==> src/rtl/store_drain_unit_if.sv <==
// Shared store-entry and memory-bus types, plus the store buffer / memory bus
// bundle seen by the store drain unit (master) and its environment (slave).
package store_drain_pkg;
  typedef struct packed {
    logic [31:0] addr;
    logic [31:0] value;
  } SQ_ENTRY_PACKET;

  localparam logic [1:0] BUS_NONE  = 2'h0;
  localparam logic [1:0] BUS_LOAD  = 2'h1;
  localparam logic [1:0] BUS_STORE = 2'h2;

  localparam logic [1:0] BYTE   = 2'h0;
  localparam logic [1:0] HALF   = 2'h1;
  localparam logic [1:0] WORD   = 2'h2;
  localparam logic [1:0] DOUBLE = 2'h3;
endpackage

interface store_drain_unit_if;
  logic                           sb_empty;
  store_drain_pkg::SQ_ENTRY_PACKET sb_dout;
  logic                           sb_rd_en;
  logic                           load_req;
  logic [1:0]                     proc2mem_command;
  logic [31:0]                    proc2mem_addr;
  logic [63:0]                    proc2mem_data;
  logic [1:0]                     proc2mem_size;
  logic [3:0]                     mem2proc_response;

  modport master (
    input  sb_empty, sb_dout, load_req, mem2proc_response,
    output sb_rd_en, proc2mem_command, proc2mem_addr, proc2mem_data, proc2mem_size
  );

  modport slave (
    output sb_empty, sb_dout, load_req, mem2proc_response,
    input  sb_rd_en, proc2mem_command, proc2mem_addr, proc2mem_data, proc2mem_size
  );
endinterface

==> src/rtl/store_drain_unit.sv <==
// Drains retired stores to memory through a single holding register; loads
// win the bus unless a drain is requested, and rejected stores are retried.
module store_drain_unit
  import store_drain_pkg::*;
#(
  parameter int RETRY_LIMIT = 15,
  parameter int CNT_W       = 16
) (
  input  logic                 clock,
  input  logic                 reset,
  store_drain_unit_if.master   bus,
  input  logic                 drain_req,
  output logic                 drained,
  output logic [CNT_W-1:0]     commit_count,
  output logic                 stall_err
);

  typedef enum logic {
    IDLE  = 1'b0,
    ISSUE = 1'b1
  } state_t;

  localparam logic [3:0] LIMIT = 4'(RETRY_LIMIT);

  state_t           r_state;
  logic [31:0]      r_hold_addr;
  logic [31:0]      r_hold_value;
  logic [3:0]       r_retry_cnt;
  logic [CNT_W-1:0] r_commit_count;
  logic             r_stall_err;

  logic w_hold_vld;
  logic w_load_blk;
  logic w_issue;
  logic w_accept;
  logic w_reject;
  logic w_rd_en;

  assign w_hold_vld = (r_state == ISSUE);
  // A pending drain overrides load priority so stores always make progress.
  assign w_load_blk = bus.load_req && !drain_req;
  assign w_issue    = !reset && w_hold_vld && !w_load_blk;
  assign w_accept   = w_issue && (bus.mem2proc_response != 4'h0);
  assign w_reject   = w_issue && (bus.mem2proc_response == 4'h0);
  assign w_rd_en    = !reset && !bus.sb_empty && (!w_hold_vld || w_accept);

  assign bus.sb_rd_en         = w_rd_en;
  assign bus.proc2mem_command = w_issue ? BUS_STORE : BUS_NONE;
  assign bus.proc2mem_addr    = w_issue ? {r_hold_addr[31:2], 2'b00} : 32'h0;
  assign bus.proc2mem_data    = w_issue ? {r_hold_value, r_hold_value} : 64'h0;
  assign bus.proc2mem_size    = WORD;

  assign drained      = !w_hold_vld && bus.sb_empty;
  assign commit_count = r_commit_count;
  assign stall_err    = r_stall_err;

  always_ff @(posedge clock) begin
    if (w_rd_en) begin
      r_hold_addr  <= bus.sb_dout.addr;
      r_hold_value <= bus.sb_dout.value;
    end
    if (reset) begin
      r_state        <= IDLE;
      r_retry_cnt    <= 4'h0;
      r_commit_count <= '0;
      r_stall_err    <= 1'b0;
    end else begin
      // A refill in the accepting cycle keeps ISSUE for back-to-back stores.
      if (w_rd_en)
        r_state <= ISSUE;
      else if (w_accept)
        r_state <= IDLE;

      if (w_accept) begin
        r_commit_count <= r_commit_count + CNT_W'(1);
        r_retry_cnt    <= 4'h0;
      end else if (w_reject) begin
        if (r_retry_cnt < LIMIT)
          r_retry_cnt <= r_retry_cnt + 4'd1;
        if (r_retry_cnt >= LIMIT - 4'd1)
          r_stall_err <= 1'b1;
      end
    end
  end

endmodule

==> src/flat_wrapper.sv <==
// flat-port wrapper written by rule: the top's interface ports become plain ports
module store_drain_unit_flat import store_drain_pkg::*;
#(
  parameter int RETRY_LIMIT = 15,
  parameter int CNT_W       = 16
)
  (clock, reset, drain_req, drained, commit_count, stall_err, bus_sb_empty, bus_sb_dout, bus_load_req, bus_mem2proc_response, bus_sb_rd_en, bus_proc2mem_command, bus_proc2mem_addr, bus_proc2mem_data, bus_proc2mem_size);
  store_drain_unit_if bus_i ();
  input  logic clock;
  input  logic reset;
  input  logic drain_req;
  output logic drained;
  output logic [CNT_W-1:0] commit_count;
  output logic stall_err;
  input wire logic [$bits(bus_i.sb_empty)-1:0] bus_sb_empty;
  input wire logic [$bits(bus_i.sb_dout)-1:0] bus_sb_dout;
  input wire logic [$bits(bus_i.load_req)-1:0] bus_load_req;
  input wire logic [$bits(bus_i.mem2proc_response)-1:0] bus_mem2proc_response;
  output wire logic [$bits(bus_i.sb_rd_en)-1:0] bus_sb_rd_en;
  output wire logic [$bits(bus_i.proc2mem_command)-1:0] bus_proc2mem_command;
  output wire logic [$bits(bus_i.proc2mem_addr)-1:0] bus_proc2mem_addr;
  output wire logic [$bits(bus_i.proc2mem_data)-1:0] bus_proc2mem_data;
  output wire logic [$bits(bus_i.proc2mem_size)-1:0] bus_proc2mem_size;
  assign bus_i.sb_empty = bus_sb_empty;
  assign bus_i.sb_dout = bus_sb_dout;
  assign bus_i.load_req = bus_load_req;
  assign bus_i.mem2proc_response = bus_mem2proc_response;
  assign bus_sb_rd_en = bus_i.sb_rd_en;
  assign bus_proc2mem_command = bus_i.proc2mem_command;
  assign bus_proc2mem_addr = bus_i.proc2mem_addr;
  assign bus_proc2mem_data = bus_i.proc2mem_data;
  assign bus_proc2mem_size = bus_i.proc2mem_size;
  store_drain_unit #(.RETRY_LIMIT(RETRY_LIMIT), .CNT_W(CNT_W)) u_core (.clock(clock), .reset(reset), .bus(bus_i), .drain_req(drain_req), .drained(drained), .commit_count(commit_count), .stall_err(stall_err));
endmodule
==> config.mk <==
export PLATFORM = sky130hd
export DESIGN_NAME = store_drain_unit_flat
export DESIGN_NICKNAME = d
export VERILOG_FILES = /design/src/rtl/store_drain_unit_if.sv /design/src/rtl/store_drain_unit.sv /design/src/flat_wrapper.sv
export SDC_FILE = /design/constraint.sdc
export NUM_CORES = 1
export LEC_CHECK = 0
export CORE_AREA = 2 2 110 86
export CTS_CLUSTER_DIAMETER = 120
export CTS_CLUSTER_SIZE = 24
export DETAILED_ROUTE_END_ITERATION = 10
export DIE_AREA = 0 0 112 88
export PLACE_DENSITY = 0.83
export SLEW_MARGIN = 25
export SYNTH_ARGS = -nofsm -noshare
export SYNTH_HDL_FRONTEND = slang
export SYNTH_SLANG_ARGS = --single-unit
==> constraint.sdc <==
create_clock -name clock -period 15.7 [get_ports clock]
set_input_delay 2.355 -clock clock [delete_from_list [all_inputs] [get_ports clock]]
set_output_delay 2.355 -clock clock [all_outputs]
set_load 0.01 [all_outputs]
**After elaboration in Yosys (flattened, before gate mapping)**

Cells that the tools add are included.

- $add $sub $neg: 2
- Order comparisons: 2
- Mux-type cells: 5
- Bitwise gates (word level): 1
- Reductions and logical operators: 20

Operators with widths:

| operator | count |
|---|---|
| two-way mux 64 bit | 1 |
| two-way mux 32 bit | 1 |
| adder 16 x 1 -> 16 bit, second input constant | 1 |
| logical AND 1 bit | 8 |
| logical NOT 1 bit | 5 |
| adder 4 x 1 -> 4 bit, second input constant | 1 |
| greater-or-equal comparator 4 bit, second input constant | 1 |
| logical NOT 4 bit | 1 |
| < comparator 4 bit, second input constant | 1 |
| nonzero test 4 bit | 1 |
| AND reduction 3 bit | 1 |
| two-way mux 1 bit | 2 |
| two-way mux 2 bit | 1 |
| AND reduction 2 bit | 1 |
| nonzero test 2 bit | 1 |
| OR reduction 2 bit | 1 |
| logical OR 1 bit | 1 |
| NOT 1 bit | 1 |

- Register bits: 86
- Output and inout bits: 119
- Logic and storage cells: 36

**Longest topological paths before layout**

Gate-level depths: netlist of the first run.

- Word-level depth: 8
- Mapped depth: 6
- Mapped depth without buffers: 6

**Least setup slack after synthesis of the first run**

OpenSTA, ideal clock, no wires.

- Path type: input port to output port
- From: in reset
- To: out bus_sb_rd_en
- Arrival time: 7.814 ns
- Data required time: 13.345 ns
- Setup slack: 5.531 ns
- Stages on the path: 5
- Path through: clkbuf_1 > nor2b_1 > nand3_1 > clkbuf_1 > a211oi_1

- Longest elaborated chain between the ends: 6
- Elaborated cells between the ends (all ways): 7
- Those cells by class: reduce/logical (7)

RTL lines:

| item | RTL line | source |
|---|---|---|
| from (decl) | flat_wrapper.sv:10 | `input logic reset;` |
| logical NOT 1 bit * | store_drain_unit.sv:42, store_drain_unit.sv:45 |  |
| logical AND 1 bit (2 in series) | store_drain_unit.sv:42 | `assign w_issue = !reset && w_hold_vld && !w_load_blk;` |
| logical AND 1 bit | store_drain_unit.sv:43 | `assign w_accept = w_issue && (bus.mem2proc_response != 4'h0);` |
| logical OR 1 bit | store_drain_unit.sv:45 | `assign w_rd_en = !reset && !bus.sb_empty && (!w_hold_vld \|\| w_accept);` |
| logical AND 1 bit * | store_drain_unit.sv:45 |  |
| to (decl) | flat_wrapper.sv:19 | `output wire logic [$bits(bus_i.sb_rd_en)-1:0] bus_sb_rd_en;` |

Mark *: on every way between the ends. The rest lies on a longest branch, timed or not.

**Final worst setup path of the first run**

Same ends and word-level chain as after synthesis.

==> impl_metrics.tcl, run 1 <==
set metrics [dict create \
    status "completed" \
    fin_crit_sh_pct 45.9 \
    tns_ns 0 \
    rows 30 \
    grt_pass1_wl_um 14100 \
    fp.dieArea_um2 9860 \
    antenna_cells 0 \
    die_w_um 112 \
    fp.dieH_um 88 \
    fmax_mhz 139 \
    ir_worst_vdd_uv 89.0 \
    place.gp.congestion 0.779 \
    dpl_cell_area_um2 5360 \
    leakage_uw 0.00210 \
    synth_warnings 0 \
    slew_headroom_pct 48.1 \
    hold_buffers 0 \
    worstHoldPathType "register to register" \
    cts_tree "yes" \
    worst_setup_path_end_kind "primary output" \
    fin_cells 565 \
    grt_max_degree 67 \
    h-tree-depth 3 \
    dp.cells 548 \
    drive_above_1_share_pct 5.52 \
    drtIter0Drc 136 \
    drt-wirelength-per-cell_um 16.1 \
    synth_top_flop_cell "edfxtp_1" \
    vias_per_cell 5.11 \
    preCtsSetupSlack_ns 7.87 \
    fin_nets 524 \
    worstPathRequired_ns 13.35 \
    postCtsSetupBuffers 0 \
    power.density_nw_per_um2 89.2 \
    io_pins 192 \
    core_area_um2 8780 \
    syn_to_final_growth_pct 54.1 \
    post-route-cell-area_um2 5680 \
    cts_resized 0 \
    cts-root-buf "clkbuf_16" \
    syn_area_um2 3690 \
    drtPass1Iterations 4 \
    first_global_vias 2795 \
    period_needed_ns 7.20 \
    maxSlewViolCount 0 \
    antenna_left 0 \
    final_common_cell "clkdlybuf4s50_1" \
    layout_common_cells "184 x clkdlybuf4s50_1, 62 x and3_1, 62 x edfxtp_1, 22 x dfxtp_1, 11 x nand2_1" \
    avgSynthCellArea_um2 12.2 \
    worstPathMaxFanout 20 \
    yosysUniqueCellTypes 39 \
    hold_viol_final 0 \
    start_kind "primary input" \
    insertion_delay_ns 0.33 \
    synth-seq-area-share_pct 62.5 \
    vias 2889 \
    dp_hpwl_um 6650 \
    cts.path.max_buffers 2 \
    drc 0 \
    finalWirelength_um 9100 \
    grt.total_usage_pct 18.5 \
    fin_util_pct 64.7 \
    synthCells 303 \
    tightest_slew_ns 0.779 \
    start_util_pct 42.0 \
    maxCapViolCount 0 \
    clkTransAtPathRegs_ns 0.06 \
    timing.final.ws_setup_ns 8.50 \
    synth-seq-cells 84 \
    synth-edff-count 62 \
    cts-buffers-inserted 9 \
    grt_setup_unrepaired "false" \
    worstPathArrival_ns 4.84 \
    port_buffers 184 \
    synthArstFlopShare_pct 0 \
    antenna_found_initial 0 \
    crit_type "primary input to primary output" \
    setup_viol 0 \
    clkSinkCount 84 \
    overflow 0 \
    fin_skew_ns 0.00366 \
]
## flip-flops by register name, summed over array words and instances (netlist names)
signal,count
u_core.commit_count,16
u_core.r_hold_addr,30
u_core.r_hold_value,32
u_core.r_retry_cnt,4
u_core.r_state,1
u_core.stall_err,1
## final cells by class
| cell class | count | area, um^2 |
|---|---|---|
| sequential | 84 | 2300 |
| clock buffer | 10 | 229 |
| timing repair buffer | 187 | 1880 |
| clock inverter | 6 | 65.1 |
| fill | 693 | 3100 |
| inverter | 5 | 18.8 |
| multi-input combinational | 161 | 1040 |
| tap | 112 | 140 |
## synth_stat cells, types with 3 or more instances
cell type	count	area, um^2
buf_4	38	285
clkbuf_1	16	60.1
inv_1	5	18.8
nor2_1	7	26.3
dfxtp_1	22	440
and3_1	62	388
o31ai_1	8	60.1
or4_1	8	60.1
nor3_1	3	15.0
ha_1	3	37.5
edfxtp_1	62	1860
xnor2_1	3	26.3
nand2_1	11	41.3
nand3_1	6	30.0
a21oi_1	10	50.1
nand4_1	6	37.5
## cell families (layout without fill, tap and decap cells)
kind of cell             count (synthesis)  in the layout  share of synthesized area (%)
buffers and inverters                   61            208                           10.3
other                                    2              5                          0.204
adder cells (fa/ha/maj)                  3              3                           1.02
flip-flops                              84             84                           62.5
AO/OA/AOI/OAI                           31             31                           5.60
AND/OR/NAND/NOR                        116            116                           18.9
XOR/XNOR                                 4              4                          0.951
multiplexers                             2              2                          0.543
## critical path, stage by stage
cell	delay, ns
clkdlybuf4s50_1	0.40
buf_4	0.21
nor2b_4	0.41
nand3_1	0.45
a211oi_4	0.37
clkdlybuf4s50_1	0.63
## routing by layer
| metal | global-route usage (%) | up-vias | share of wire, % |
|---|---|---|---|
| met3 | 7.68 | 6 | 9.3 |
| met4 | 5.65 | 0 | 0.93 |
| met5 | 0 | - | 0 |
| li1 | - | 1371 | - |
| met2 | 31.7 | 133 | 51 |
| met1 | 21.6 | 1379 | 39 |
## through the flow
| stage | hold WS [ns] | power (uW) |
|---|---|---|
| final | 0.475 | 507 |
| after floorplan | 0.464 | 275 |
| after global routing | 0.503 | 528 |
| after global placement | 0.458 | 306 |
| after detailed placement | 0.477 | 308 |
| after CTS | 0.486 | 513 |
## worst paths after layout
path,slack [ns],endpoint,from,cells past startpoint
max,8.50,bus_sb_rd_en,reset,6
min,0.47,u_core.commit_count[15],u_core.commit_count[15],1
max reg2reg,12.84,u_core.r_hold_value[23],u_core.r_state,4
min reg2reg,0.47,u_core.commit_count[15],u_core.commit_count[15],1
## power by group
group / leakage [uW] / internal [uW] / switching (uW)
combinational: 0.00121 / 32.3 / 22.4
clock: 0.000132 / 123 / 80.5
sequential: 0.000752 / 247 / 2.07
total: 0.00210 / 402 / 105
Power figures use the tool's default switching activity.
==> run 2, diff against run 1 <==
--- a/config.mk
+++ b/config.mk
@@ -5,12 +5,12 @@
 export SDC_FILE = /design/constraint.sdc
 export NUM_CORES = 1
 export LEC_CHECK = 0
-export CORE_AREA = 2 2 110 86
+export CORE_AREA = 2 2 120 93
 export CTS_CLUSTER_DIAMETER = 120
 export CTS_CLUSTER_SIZE = 24
 export DETAILED_ROUTE_END_ITERATION = 10
-export DIE_AREA = 0 0 112 88
-export PLACE_DENSITY = 0.83
+export DIE_AREA = 0 0 122 95
+export PLACE_DENSITY = 0.74
 export SLEW_MARGIN = 25
 export SYNTH_ARGS = -nofsm -noshare
 export SYNTH_HDL_FRONTEND = slang
==> constraint.sdc (replaced) <==
create_clock -name clock -period 5.9 [get_ports clock]
set_input_delay 0.885 -clock clock [delete_from_list [all_inputs] [get_ports clock]]
set_output_delay 0.885 -clock clock [all_outputs]
set_load 0.01 [all_outputs]
==> impl_metrics.tcl, run 2 (synthesized netlist as in run 1, its figures left out) <==
set metrics [dict create \
    cpMostUsedCell "clkdlybuf4s50_1" \
    worst_setup_path_end_kind "primary output" \
    fin_crit_sh_pct 73.9 \
    grt_pass1_wl_um 13900 \
    worstPathArrival_ns 3.48 \
    rows 33 \
    worstPathMaxFanout 20 \
    fp.dieH_um 95 \
    drtIter0Drc 121 \
    cts_tree "yes" \
    drc 0 \
    first_global_vias 2691 \
    cts.path.max_buffers 2 \
    clkTransAtPathRegs_ns 0.06 \
    hold_viol_final 0 \
    slew_headroom_pct 39.8 \
    top_register "u_core.r_hold_value" \
    fin_nets 524 \
    vias 2806 \
    worstHoldPathType "register to register" \
    final_common_cell "clkdlybuf4s50_1" \
    io_pins 192 \
    die_w_um 122 \
    finalWirelength_um 9150 \
    syn_to_final_growth_pct 55.0 \
    clkSinkCount 84 \
    cts_resized 0 \
    postCtsSetupBuffers 0 \
    drtPass1Iterations 4 \
    tns_ns 0 \
    worst-path-buf-inv 2 \
    cts-root-buf "clkbuf_16" \
    antenna_found_initial 0 \
    setup_viol 0 \
    maxCapViolCount 0 \
    slowest_delay_ns 0.87 \
    grt_setup_unrepaired "false" \
    drt-wirelength-per-cell_um 15.4 \
    period_needed_ns 4.36 \
    cts-buffers-inserted 9 \
    port_buffers 184 \
    worstPathRequired_ns 5.02 \
    insertion_delay_ns 0.33 \
    place.gp.congestion 0.782 \
    grt_max_degree 66 \
    fill_cells 926 \
    antenna_cells 0 \
    path_cells "clkdlybuf4s50_1 > nor2b_4 > nand3_1 > a211oi_4 > clkdlybuf4s50_1" \
    h-tree-depth 3 \
    path_delay_family "buffers and inverters" \
    fin_cells 593 \
    slowest_stage "clkdlybuf4s50_1" \
    fp.dieArea_um2 11600 \
    core_area_um2 10500 \
    grt.total_usage_pct 15.8 \
    vias_per_cell 4.73 \
    start_kind "primary input" \
    largest_register_ffs 32 \
    leakage_uw 0.00210 \
    dp.cells 577 \
    maxSlewViolCount 0 \
    ir_worst_vdd_uv 210 \
    hold_buffers 0 \
    power.density_nw_per_um2 244 \
    tightest_slew_ns 0.900 \
    crit_type "primary input to primary output" \
    fin_skew_ns 0.00458 \
    status "completed" \
    start_util_pct 35.0 \
    layout_common_cells "184 x clkdlybuf4s50_1, 62 x and3_1, 62 x edfxtp_1, 22 x dfxtp_1, 11 x nand2_1" \
    antenna_left 0 \
    dp_hpwl_um 6530 \
    fin_util_pct 54.3 \
    overflow 0 \
    drive_above_1_share_pct 5.52 \
    fmax_mhz 229 \
]
run 2: changes by cell type in the layout (fill, tap and decap cells not counted), sizes merged:
cell	delta
bufinv	+1
clkbuf	-1
clkinv	+1
clkinvlp	-1
run 2: path summary, 6_finish.rpt:
path / start / endpoint / slack [ns] / cells after the start
worst min register to register: u_core.commit_count[15] / u_core.commit_count[15] / 0.46 / 1
worst max register to register: u_core.r_state / u_core.r_hold_value[10] / 3.30 / 4
worst max-delay path: reset / bus_sb_rd_en / 1.54 / 5
worst min-delay path: u_core.commit_count[15] / u_core.commit_count[15] / 0.46 / 1
run 2: layout make-up:
cell class | count | area (um^2) | share of cell area [%]
Clock inverter | 7 | 91.3 | 1.60
Sequential cell | 84 | 2300 | 40.3
Tap cell | 140 | 175 | 3.07
Clock buffer | 9 | 225 | 3.94
Multi-Input combinational cell | 161 | 1040 | 18.2
Inverter | 5 | 18.8 | 0.328
Timing Repair Buffer | 187 | 1860 | 32.6
run 2: metrics by stage:
stage	area, um^2	setup WS [ns]	hold slack [ns]	power, uW
after detailed placement	5400	1.62	0.457	819
after CTS	5710	1.58	0.466	1420
after global routing	5710	1.43	0.486	1450
final	5710	1.54	0.460	1400
after floorplan	3700	0.809	0.464	732
after global placement	5400	1.65	0.457	816
run 2: report_power, final:
group	total (uW)	switching [uW]	internal, uW	leakage [uW]
combinational	144	59.4	84.1	0.00120
sequential	662	5.54	656	0.000752
clock	590	222	368	0.000147
run 2: layer usage:
layer,GRT usage [%],part of all wire (%),wire (um),vias to the layer above
met1,19.0,41,3710,1316
met5,0,0,0,-
li1,-,-,-,1377
met3,6.58,9.0,819,9
met4,3.83,0.87,80,0
met2,26.4,50,4540,104
